$ cat src/rtl/sipo_rx.sv
`default_nettype none
// ============================================================================
// Module   : sipo_rx
// Brief    : Serial-in parallel-out receiver. Assembles MSB-first words from
//            a valid-qualified bit stream and presents them on a valid/ready
//            port. Detects frame-gap timeout, overrun and (optionally) parity.
//            Optional even-parity bit per word: define SIPO_RX_PARITY_EN.
// Revision : 1.0 - initial release
// ============================================================================
module sipo_rx #(
  parameter int DATA_WIDTH = 8,
  parameter int GAP_MAX    = 4
) (
  input  logic                  clk,
  input  logic                  rst,
  input  logic                  data_in,
  input  logic                  valid_in,
  output logic [DATA_WIDTH-1:0] data_out,
  output logic                  valid_out,
  input  logic                  ready_in,
  output logic                  busy,
  output logic                  frame_err,
  output logic                  overrun,
  output logic                  parity_err
);

  localparam int CNT_W = $clog2(DATA_WIDTH + 1);
  localparam int GAP_W = $clog2(GAP_MAX + 1);

  localparam logic [CNT_W-1:0] C_LAST_BIT = CNT_W'(DATA_WIDTH - 1);
  localparam logic [GAP_W-1:0] C_GAP_LAST = GAP_W'(GAP_MAX - 1);

  localparam logic [1:0] S_IDLE  = 2'd0;
  localparam logic [1:0] S_SHIFT = 2'd1;
`ifdef SIPO_RX_PARITY_EN
  localparam logic [1:0] S_PAR   = 2'd2;
`endif

  logic [1:0]            r_state;
  logic [1:0]            w_state_nxt;
  logic [CNT_W-1:0]      r_bit_cnt;
  logic [CNT_W-1:0]      w_bit_cnt_nxt;
  logic [GAP_W-1:0]      r_gap_cnt;
  logic [GAP_W-1:0]      w_gap_cnt_nxt;
  logic [DATA_WIDTH-1:0] r_shift;
  logic [DATA_WIDTH-1:0] w_shift_nxt;
  logic [DATA_WIDTH-1:0] w_word;
  logic [DATA_WIDTH-1:0] w_commit_word;
  logic                  w_done;
  logic                  w_gap_abort;
  logic                  w_accept;
  logic                  w_par_fail;

  assign w_word = {r_shift[DATA_WIDTH-2:0], data_in};

`ifdef SIPO_RX_PARITY_EN
  // The data word has already been fully shifted in when the parity bit lands.
  assign w_commit_word = r_shift;
`else
  logic w_unused_msb;
  assign w_unused_msb  = r_shift[DATA_WIDTH-1];
  assign w_commit_word = w_word;
`endif

  always_comb begin
    w_state_nxt   = r_state;
    w_bit_cnt_nxt = r_bit_cnt;
    w_gap_cnt_nxt = r_gap_cnt;
    w_shift_nxt   = r_shift;
    w_done        = 1'b0;
    w_gap_abort   = 1'b0;
    w_par_fail    = 1'b0;

    if (valid_in) begin
      case (r_state)
        S_IDLE: begin
          w_state_nxt   = S_SHIFT;
          w_shift_nxt   = {{(DATA_WIDTH-1){1'b0}}, data_in};
          w_bit_cnt_nxt = CNT_W'(1);
          w_gap_cnt_nxt = '0;
        end
        S_SHIFT: begin
          w_gap_cnt_nxt = '0;
          if (r_bit_cnt == C_LAST_BIT) begin
`ifdef SIPO_RX_PARITY_EN
            w_state_nxt   = S_PAR;
            w_shift_nxt   = w_word;
            w_bit_cnt_nxt = r_bit_cnt + CNT_W'(1);
`else
            w_done        = 1'b1;
            w_state_nxt   = S_IDLE;
            w_shift_nxt   = '0;
            w_bit_cnt_nxt = '0;
`endif
          end else begin
            w_shift_nxt   = w_word;
            w_bit_cnt_nxt = r_bit_cnt + CNT_W'(1);
          end
        end
`ifdef SIPO_RX_PARITY_EN
        S_PAR: begin
          // Even parity over data plus parity bit.
          if (^{r_shift, data_in} == 1'b0) begin
            w_done = 1'b1;
          end else begin
            w_par_fail = 1'b1;
          end
          w_state_nxt   = S_IDLE;
          w_shift_nxt   = '0;
          w_bit_cnt_nxt = '0;
          w_gap_cnt_nxt = '0;
        end
`endif
        default: begin
          w_state_nxt   = S_IDLE;
          w_shift_nxt   = '0;
          w_bit_cnt_nxt = '0;
          w_gap_cnt_nxt = '0;
        end
      endcase
    end else if (r_state != S_IDLE) begin
      // Inside a frame, idle cycles count toward the gap timeout.
      if (r_gap_cnt == C_GAP_LAST) begin
        w_gap_abort   = 1'b1;
        w_state_nxt   = S_IDLE;
        w_shift_nxt   = '0;
        w_bit_cnt_nxt = '0;
        w_gap_cnt_nxt = '0;
      end else begin
        w_gap_cnt_nxt = r_gap_cnt + GAP_W'(1);
      end
    end
  end

  // A finished word may take the output register if it is empty or draining now.
  assign w_accept = w_done && (!valid_out || ready_in);

  always_ff @(posedge clk or posedge rst) begin
    if (rst) begin
      r_state   <= S_IDLE;
      r_bit_cnt <= '0;
      r_gap_cnt <= '0;
      r_shift   <= '0;
      data_out  <= '0;
      valid_out <= 1'b0;
      frame_err <= 1'b0;
      overrun   <= 1'b0;
    end else begin
      r_state   <= w_state_nxt;
      r_bit_cnt <= w_bit_cnt_nxt;
      r_gap_cnt <= w_gap_cnt_nxt;
      r_shift   <= w_shift_nxt;
      frame_err <= w_gap_abort;
      overrun   <= w_done && valid_out && !ready_in;
      if (w_accept) begin
        data_out  <= w_commit_word;
        valid_out <= 1'b1;
      end else if (valid_out && ready_in) begin
        valid_out <= 1'b0;
      end
    end
  end

`ifdef SIPO_RX_PARITY_EN
  always_ff @(posedge clk or posedge rst) begin
    if (rst) begin
      parity_err <= 1'b0;
    end else begin
      parity_err <= w_par_fail;
    end
  end
`else
  logic w_unused_par;
  assign w_unused_par = w_par_fail;
  assign parity_err   = 1'b0;
`endif

  assign busy = (r_state != S_IDLE);

endmodule
`default_nettype wire

$ cat config.mk
export PLATFORM = sky130hd
export DESIGN_NAME = sipo_rx
export DESIGN_NICKNAME = d
export VERILOG_FILES = /design/src/rtl/sipo_rx.sv
export SDC_FILE = /design/constraint.sdc
export NUM_CORES = 1
export LEC_CHECK = 0
export BUFFER_PORTS_ARGS = -buffer_cell sky130_fd_sc_hd__buf_2
export CORE_MARGIN = 4
export CORE_UTILIZATION = 55
export DETAILED_ROUTE_END_ITERATION = 16
export PLACE_DENSITY = 0.85
export SYNTH_ARGS = -nofsm -noshare
export SYNTH_HDL_FRONTEND = slang
export SYNTH_SLANG_ARGS = --single-unit
$ cat constraint.sdc
create_clock -name clk -period 3.4 [get_ports clk]
set_clock_uncertainty 0.2 [all_clocks]
set_input_delay 0.51 -clock clk [delete_from_list [all_inputs] [get_ports clk]]
set_output_delay 0.51 -clock clk [all_outputs]
set_load 0.01 [all_outputs]
==> flow_metrics.tcl <==
set metrics [dict create \
    status "finished clean" \
    grt.total_usage_pct 15.80 \
    antenna_cells 0 \
    grt_first_pass_wirelength_um 3118 \
    rsz0062_at_grt "false" \
    worst_slew_margin_rel_pct 37.94 \
    max_stage_delay_ns 0.42 \
    wl_per_cell_um 15.01 \
    avgSynthCellArea_um2 13.76 \
    layout-drive-gt1-share_pct 34.38 \
    seq_power_share_pct 58.0 \
    layout_commonest_cell "dfrtp_1" \
    tns_ns 0 \
    post_cts_buffers 0 \
    cp_cell_sequence "ha_1, and3b_4, and4_4, mux2_4" \
    final_core_util_pct 63.08 \
    p_comb_share_pct 19.7 \
    dieHeight_um 53.02 \
    clk_latency_ns 0.31 \
    syn_nets 88 \
    dr.pass1.iters 4 \
    synth_edf_count 0 \
    clk_path_buf_depth 2 \
    p_sw_mw 0.1815 \
    nFillCells 154 \
    synth_top_area_cell "dfrtp_1" \
    cp.required_ns 3.41 \
    synth_seq_area_share_pct 58.36 \
    path_clk_slew_ns 0.13 \
    stdcell_area_um2 1225 \
    cts_root_buf "clkbuf_4" \
    ioPinCount 18 \
    switching_share_pct 26.96 \
    dpl-instance-area_um2 1189 \
    grt_max_degree 27 \
    pre_cts_slack_ns 1.608 \
    place_congestion 0.6975 \
    portBuffers 16 \
    hp-class "input pin to asynchronous set/reset pin" \
    clkPwrFrac_pct 22.3 \
    synth_compound_area_share_pct 12.01 \
    power.internal_mw 0.4919 \
    setup_slack_ns 1.593 \
    vias 677 \
    ys_warn_count 0 \
    cts_max_level 1 \
    p_total_mw 0.6735 \
    synth_top_family_by_area "compound AO/OA/AOI/OAI gates" \
    crit_arrival_ns 1.82 \
    ir_worst_vdd_mv 0.3283 \
    critPathMaxFanout 8 \
    tightest_slew_ns 0.9299 \
    synth_top_area_share_pct 58.36 \
    startpoint_type "flop" \
    drv_cap 0 \
    drcViolationCount 0 \
    criticalPathCategory "flop to flop" \
    hold_viol 0 \
    netlist_area_um2 1115 \
    synth_fa_ha_area_share_pct 2.245 \
    synth_xor_area_share_pct 0.7856 \
    ys_ff_latch 26 \
    hold_buffers 0 \
    synth_cell_types 30 \
    final_cell_mix "dfrtp_1, buf_2, a22o_1, mux2_4, nand2_1" \
    layoutNonFillerInstCount 123 \
    synthTopCellsByArea "dfrtp_1, mux2_4, a22o_1" \
    p_per_area_nw_per_um2 549.8 \
    startpoint "r_bit_cnt[0]" \
    synthSimpleGateAreaFrac_pct 11.56 \
    fp-row-count 16 \
    synthMuxAreaShare_pct 10.77 \
    core-area_um2 1942 \
    cts.sinks 26 \
    final_antenna_net_count 0 \
    critical_path.top_delay_family "simple AND/OR/NAND/NOR gates" \
    fmax_mhz 553.3 \
    die_x_um 53.02 \
    async_flop_share_pct 100.0 \
    critical_path_buf_inv_count 0 \
    dp_cells 119 \
    cp-end-kind "flop" \
    grt_pass1_vias 678 \
    critical-path-slowest-cell "dfrtp_1" \
    final_max_slew_viol_count 0 \
    wirelength_um 1846 \
    p_leak_nw 0.6334 \
    reg2reg_slack_ns 1.59 \
    synthFlopType "dfrtp_1" \
    r2r-start "r_bit_cnt[0]" \
    min_period_ns 1.807 \
    drt-initial-drc-count 19 \
    start_util_pct 57.41 \
    antenna_found_initial 0 \
    dp_hpwl_um 1298 \
    fin_nets 104 \
    setup_violations 0 \
    syn_inst 81 \
    grt-ovfl-total 0 \
    die_area_um2 2811 \
    cts_buffers 3 \
    area_delta_synth_final_pct 9.876 \
    cts_resized 0 \
    timing.hold.ws_ns 0.1796 \
    layout_worst_path_cycle_share_pct 53.15 \
    drt-vias-per-instance 5.504 \
    cts_tree "built" \
]
[area by class of cell]
type	instances	area, um2	area share, %
inverter	1	3.754	0.3064
tap	27	33.78	2.758
clock buffer	4	36.28	2.962
sequential	26	650.6	53.12
multi-input combinational	49	420.4	34.32
timing repair buffer	16	80.08	6.537
[cells in the mapped netlist (2+ instances only)]
| library cell | n |
|---|---|
| nand2_1 | 5 |
| nand3_1 | 3 |
| clkbuf_1 | 2 |
| ha_1 | 2 |
| dfrtp_1 | 26 |
| a22o_1 | 8 |
| nand2b_1 | 3 |
| nor2_1 | 2 |
| mux2_4 | 8 |
| a21oi_1 | 2 |
[worst reg2reg max path, stage by stage, from the launching register on]
cell and delay (ns):
dfrtp_1 0.42, ha_1 0.20, and3b_4 0.23, and4_4 0.34, mux2_4 0.32
[state kept, by name, indices dropped and copies added (netlist names)]
register,cells
frame_err,1
r_gap_cnt,3
r_bit_cnt,4
r_shift,7
r_state,1
data_out,8
overrun,1
valid_out,1
[power groups by stage]
stage          registers [mW]  clock network, mW  logic (mW)
6_report                0.391              0.151       0.132
5_1_grt                 0.397              0.166       0.146
4_1_cts                 0.390              0.155       0.135
3_5_place_dp            0.394                  0       0.135
3_3_place_gp            0.390                  0       0.127
2_1_floorplan           0.395                  0      0.0891
[final timing paths]
kind,endpoint,depth (start not counted)
worst max-delay path,data_out[0],4
worst min-delay path,data_out[7],2
worst max register to register,data_out[0],4
worst min register to register,frame_err,1
max in group asynchronous,r_state[0],2
min in group clk,r_shift[0],2
[routing by layer]
| metal | up-vias | routed length (um) | GRT usage (%) | share of wire (%) |
|---|---|---|---|---|
| met5 | - | 0 | 0 | 0 |
| met4 | 0 | 12 | 7.660 | 0.65 |
| met3 | 2 | 116 | 2.535 | 6.3 |
| met2 | 27 | 924 | 25.21 | 50 |
| met1 | 325 | 791 | 20.77 | 43 |
| li1 | 323 | - | - | - |
[cells by family (layout without fill, tap and decap cells)]
family          Yosys count  after routing
buf+inv                   6             21
xor+xnor                  1              1
fa+ha+maj                 2              2
mux                       8              8
simple gates             21             21
flops                    26             26
other cells               1              1
compound gates           16             16
No activity file was read; power rests on OpenSTA's default activity.
